File: src/rtl/jump_flush_ctrl.sv
// jump_flush_ctrl: inserts FLUSH_DEPTH bubbles per accepted redirect, then one guard cycle, with saturating stats.
module jump_flush_ctrl #(
  parameter int FLUSH_DEPTH = 1,
  parameter int NUM_SRC = 2,
  parameter int CNT_W = 32,
  localparam int SW = NUM_SRC > 1 ? $clog2(NUM_SRC) : 1
) (
  input  logic               clk,
  input  logic               rst,
  input  logic [NUM_SRC-1:0] redirect_req,
  input  logic               stall,
  input  logic               clr_stats,
  output logic               bubble,
  output logic               busy,
  output logic [SW-1:0]      src_id,
  output logic [CNT_W-1:0]   redirect_cnt,
  output logic [CNT_W-1:0]   bubble_cnt
);
  typedef enum logic [1:0] {IDLE, FLUSH, GUARD} state_t;
  state_t state, state_nx;
  logic [3:0] rem, rem_nx;
  logic [SW-1:0] win;
  logic accept;
  always_comb begin
    win = '0;
    for (int i = NUM_SRC - 1; i >= 0; i--)
      if (redirect_req[i]) win = SW'(i);
  end
  assign accept = state == IDLE && !rst && !stall && |redirect_req;
  assign bubble = !rst && (accept || state == FLUSH);
  assign busy = state != IDLE;
  always_comb begin
    state_nx = state;
    rem_nx = rem;
    if (accept) begin
      state_nx = FLUSH_DEPTH == 1 ? GUARD : FLUSH;
      rem_nx = 4'(FLUSH_DEPTH - 1);
    end else if (!stall && state == FLUSH) begin
      state_nx = rem == 4'd1 ? GUARD : FLUSH;
      rem_nx = rem - 4'd1;
    end else if (!stall && state == GUARD) begin
      state_nx = IDLE;
    end
  end
  always_ff @(posedge clk) begin
    if (rst) begin
      state <= IDLE;
      rem <= '0;
      src_id <= '0;
      redirect_cnt <= '0;
      bubble_cnt <= '0;
    end else begin
      state <= state_nx;
      rem <= rem_nx;
      if (accept) src_id <= win;
      redirect_cnt <= clr_stats ? '0 : (accept && ~&redirect_cnt) ? redirect_cnt + 1'b1 : redirect_cnt;
      bubble_cnt <= clr_stats ? '0 : (bubble && !stall && ~&bubble_cnt) ? bubble_cnt + 1'b1 : bubble_cnt;
    end
  end
endmodule
File: config.mk
export PLATFORM = sky130hd
export DESIGN_NAME = jump_flush_ctrl
export DESIGN_NICKNAME = d
export VERILOG_FILES = /design/src/rtl/jump_flush_ctrl.sv
export SDC_FILE = /design/constraint.sdc
export NUM_CORES = 1
export LEC_CHECK = 0
export CAP_MARGIN = 20
export CORE_MARGIN = 3
export CORE_UTILIZATION = 52
export CTS_CLUSTER_SIZE = 12
export DETAILED_ROUTE_END_ITERATION = 16
export GPL_TIMING_DRIVEN = 1
export PLACE_DENSITY_LB_ADDON = 0.2
export SETUP_SLACK_MARGIN = 0.02
export SYNTH_ARGS = -nofsm -noshare
export SYNTH_HDL_FRONTEND = slang
export SYNTH_SLANG_ARGS = --single-unit
File: constraint.sdc
create_clock -name clk -period 2.8 [get_ports clk]
set_clock_uncertainty 0.2 [all_clocks]
set_input_delay 0.42 -clock clk [delete_from_list [all_inputs] [get_ports clk]]
set_output_delay 0.42 -clock clk [all_outputs]
set_load 0.1 [all_outputs]
-- Word-level counts from Yosys, hierarchy flattened
Index checks and enable logic that the tools add are counted.
- input bits: 6
- logic and storage cells: 41
- latch bits: 0
- memory bits (read-only): 0
- memories kept: 0
- output and inout bits: 67
- bits in registers: 71
- bits in writable memories: 0
- bitwise operators: 0
- div/mod/pow operators: 0
- order comparisons: 0
- reduce and logical (&&, ||, !) cells: 23
- muxes and demuxes: 6
- multiply operators: 0
- shift-type cells: 0
- eq/ne operators: 3
- $add $sub $neg: 3
- operators by type and width (cell ; count):
    $add 32x1->32 const B ; 2
    $reduce_and 32->1 ; 2
    $logic_and 1x1->1 ; 9
    $mux 2 ; 4
    $reduce_or 2->1 ; 3
    $eq 4x1->1 const B ; 1
    $logic_not 1->1 ; 4
    $reduce_bool 2->1 ; 2
    $sub 4x1->4 const B ; 1
    $reduce_bool 3->1 ; 1
    $eq 2x1->1 const B ; 1
    $eq 2x2->1 const B ; 1
    $logic_not 2->1 ; 1
    $mux 1 ; 2
    $logic_or 1x1->1 ; 1

-- Longest topological paths before layout
- depth after elaboration: 8
- depth in mapped cells: 7
- mapped depth without buffers: 6

-- Worst setup path after synthesis
OpenSTA, ideal clock, no wires.
- kind: input to output
- from: input port rst
- to: output port bubble
- cell stages on the path: 3
- path slack: -0.671 ns
- path buffers: 1
- data arrival time: 2.851 ns
- data required time: 2.180 ns
- cell sequence: clkbuf_1 nand2b_1 o21ai_0
- longest elaborated chain between the ends: 6
- RTL lines (what ; RTL line ; RTL):
    start, declared ; 9 ; input logic rst,
    $logic_not 1->1 (*) ; 29, 30 ;
    $logic_and 1x1->1 (3 in series) ; 29 ; assign accept = state == IDLE && !rst && !stall && |redirect_req;
    $logic_or 1x1->1 ; 30 ; assign bubble = !rst && (accept || state == FLUSH);
    $logic_and 1x1->1 (*) ; 30 ;
    end, declared ; 13 ; output logic bubble,
Mark *: on every way between the ends. The rest lies on a longest branch, timed or not.

-- Worst setup path in the final report
- from: input port stall
- to: output port bubble
- longest elaborated chain between the ends: 5
- RTL lines (what ; RTL line ; RTL):
    start, declared ; 11 ; input logic stall,
    $logic_not 1->1 ; 29 ;
    $logic_and 1x1->1 (2 in series) ; 29 ;
    $logic_or 1x1->1 ; 30 ;
    $logic_and 1x1->1 ; 30 ;
Every way passes these cells.

==> qor.yml <==
floorplan:
  ios: 73
  fp-row-count: 30
  die_y_um: 90.7
  initial_core_util_pct: 54.3
  core_region_area_mm2: 0.00687
  die_w_um: 90.7
  die_area_mm2: 0.00822
worst_setup_path:
  cp.required_ns: 2.18
  reg2reg_from: "redirect_cnt[3]"
  start_kind: "primary input"
  cp-end-kind: "primary output"
  cp.arrival_ns: 1.98
  r2r_slack_ns: 0.37
  reg2reg_depth: 6
  worstPathMaxFanout: 8
  critPathKind: "in -> out"
  crit-reg2reg-capture: "redirect_cnt[15]"
global_routing:
  grt_pass1_wl_um: 16800
  grt-ovfl-total: 0
  grt_max_degree: 29
  grt_usage_pct: 24.4
  grt_pass1_vias: 3467
  antenna_found_initial: 0
yosys:
  ys_seq_elements: 71
  yosysWarnings: 0
  synth_edf_count: 0
  syn_avg_cell_area_um2: 8.21
  syn_nets: 464
  synth_top_family_by_area: "simple AND/OR/NAND/NOR gates"
  synth_fa_ha_area_share_pct: 1.34
  synthesis.area_mm2: 0.00373
  post_synth_and_or_nand_nor_area_fraction_pct: 33.4
  netlist_instances: 454
  synth_compound_area_share_pct: 20.4
  synth_xor_area_share_pct: 2.58
  ys.flop_type: "dfxtp_1"
  synth_cell_types: 50
  synth-seq-area-share_pct: 38.1
  synthMuxAreaShare_pct: 1.34
  async_flop_share_pct: 0
clocking:
  numClockSinks: 71
  cts_buffer_depth: 2
  cts.repair.resized: 0
  cts_hold_buf: 0
  cts_buffers: 9
  cts-root-buf: "clkbuf_8"
  insertion_delay_ns: 0.34
  ctsHtreeMaxLevel: 3
  clk_pin_slew_ns: 0.07
  post_cts_buffers: 0
  tritoncts: "built"
sta:
  setup_slack_ns: 0.202
  period_needed_ns: 2.60
  drv_slew: 0
  finalCritPeriodShare_pct: 92.8
  relSlewSlack_pct: 57.5
  hold_violations: 0
  finalSetupViolCount: 0
  grt_setup_unrepaired: "no"
  tightest_slew_ns: 0.638
  fin_tns_setup_ns: 0
  fmax_mhz: 385
pwr:
  total_power_uw: 1810
  ir_drop_uv: 245
  power_per_cell_area_mw_per_mm2: 384
  p_leak_uw: 0.00164
cells_and_area:
  layout.nets: 550
  area_delta_synth_final_pct: 26.4
  final_common_cell: "buf_4"
  fillers: 586
  layout-drive-gt1-share_pct: 27.9
  layout_common_cells: "buf_4 (87), nand2_1 (50), a21oi_1 (39), dfxtp_2 (38), dfxtp_1 (33)"
  fin_cells: 638
  n_antenna_cell: 0
route:
  routed_wl_um: 10100
  wl_per_cell_um: 15.9
  drtPass1Iterations: 5
  drcViolationCount: 0
  first_iter_violations: 264
  vias_per_cell: 6.22
  vias: 3970
  drtAntennaViolNets: 0
hold_path:
  worstHoldEndpoint: "redirect_cnt[4]"
  hold_class: "reg -> reg"
  min_from: "redirect_cnt[4]"
  worstHoldPathCells: 2
placement:
  port_buffers: 72
  dpl_worst_slack_ns: 0.104
  gp_congestion: 0.856
  dp.final_hpwl_um: 7240
  place_inst: 625
status:
  outcome: "complete, no violations"
run:
  cap_violations: 0
==> layer usage <==
layer	vias up	track usage [%]	part of all wire [%]	routed length (µm)
li1	1929	-	-	-
met1	1884	33.7	46	4650
met2	143	38.4	46	4640
met3	14	4.58	6.8	691
met4	0	8.04	1.3	128
met5	-	0	0	0
==> worst max-delay path by stage <==
stage | startpoint | endpoint | slack [ns] | cells past startpoint
2_1_floorplan | bubble_cnt[27] | bubble_cnt[23] | 0.02 | 6
3_3_place_gp | stall | bubble_cnt[10] | 0.15 | 7
3_5_place_dp | stall | bubble_cnt[19] | 0.10 | 7
4_1_cts | redirect_cnt[3] | redirect_cnt[15] | 0.18 | 6
5_1_grt | stall | bubble | 0.09 | 5
6_report | stall | bubble | 0.20 | 5
==> metrics by stage <==
stage | instance area [µm²] | hold WS [ns] | utilization, %
6_report | 4710 | 0.293 | 68.6
5_1_grt | 4710 | 0.308 | 68.6
4_1_cts | 4700 | 0.293 | 68.4
3_5_place_dp | 4540 | 0.282 | 66.2
3_3_place_gp | 4540 | 0.276 | 66.2
2_1_floorplan | 3780 | 0.280 | -
==> cell usage after synthesis, types with 4 or more instances <==
| master | count | area, µm² |
|---|---|---|
| a21oi_1 | 39 | 195 |
| a31o_1 | 4 | 35.0 |
| a31oi_1 | 6 | 37.5 |
| a41o_1 | 6 | 60.1 |
| and2_1 | 5 | 31.3 |
| and3_1 | 5 | 31.3 |
| and4_1 | 10 | 87.6 |
| clkbuf_1 | 14 | 52.6 |
| dfxtp_1 | 71 | 1420 |
| ha_1 | 4 | 50.1 |
| inv_1 | 8 | 30.0 |
| mux2i_1 | 5 | 50.1 |
| nand2_1 | 50 | 188 |
| nand3_1 | 17 | 85.1 |
| nand4_1 | 27 | 169 |
| nor2_1 | 32 | 120 |
| nor3_1 | 13 | 65.1 |
| nor4_1 | 7 | 43.8 |
| o21ai_0 | 11 | 55.1 |
| o21ai_1 | 6 | 30.0 |
| o31ai_1 | 19 | 143 |
| or3_1 | 21 | 131 |
| or4_1 | 22 | 165 |
| xnor2_1 | 8 | 70.1 |
==> registers in the layout, indices dropped and copies added (netlist names) <==
signal / cells
state: 2
redirect_cnt: 32
rem: 4
bubble_cnt: 32
src_id: 1
==> critical path, stage by stage <==
cell,delay [ns]
clkdlybuf4s50_1,0.47
nor3_2,0.31
nand2_1,0.31
o21ai_1,0.26
buf_12,0.21
==> power by group <==
group	internal, µW	switching (µW)	total (µW)
logic	32.9	75.8	109
clock network	329	358	687
registers	1010	3.91	1020
==> kinds of logic after synthesis <==
group                    after synthesis
AO/OA/AOI/OAI                        114
XOR/XNOR                              11
adder cells (fa/ha/maj)                4
buffers and inverters                 26
flip-flops                            71
multiplexers                           5
AND/OR/NAND/NOR                      223
==> final cells by class <==
class                           count  area [µm²]  area share (%)
Clock inverter                      2        10.0           0.212
Clock buffer                       11         141            3.00
Tap cell                           96         120            2.55
Inverter                            8        30.0           0.637
Multi-Input combinational cell    357        2220            47.1
Sequential cell                    71        1470            31.2
Timing Repair Buffer               93         723            15.3
No activity file was read; power rests on OpenSTA's default activity.
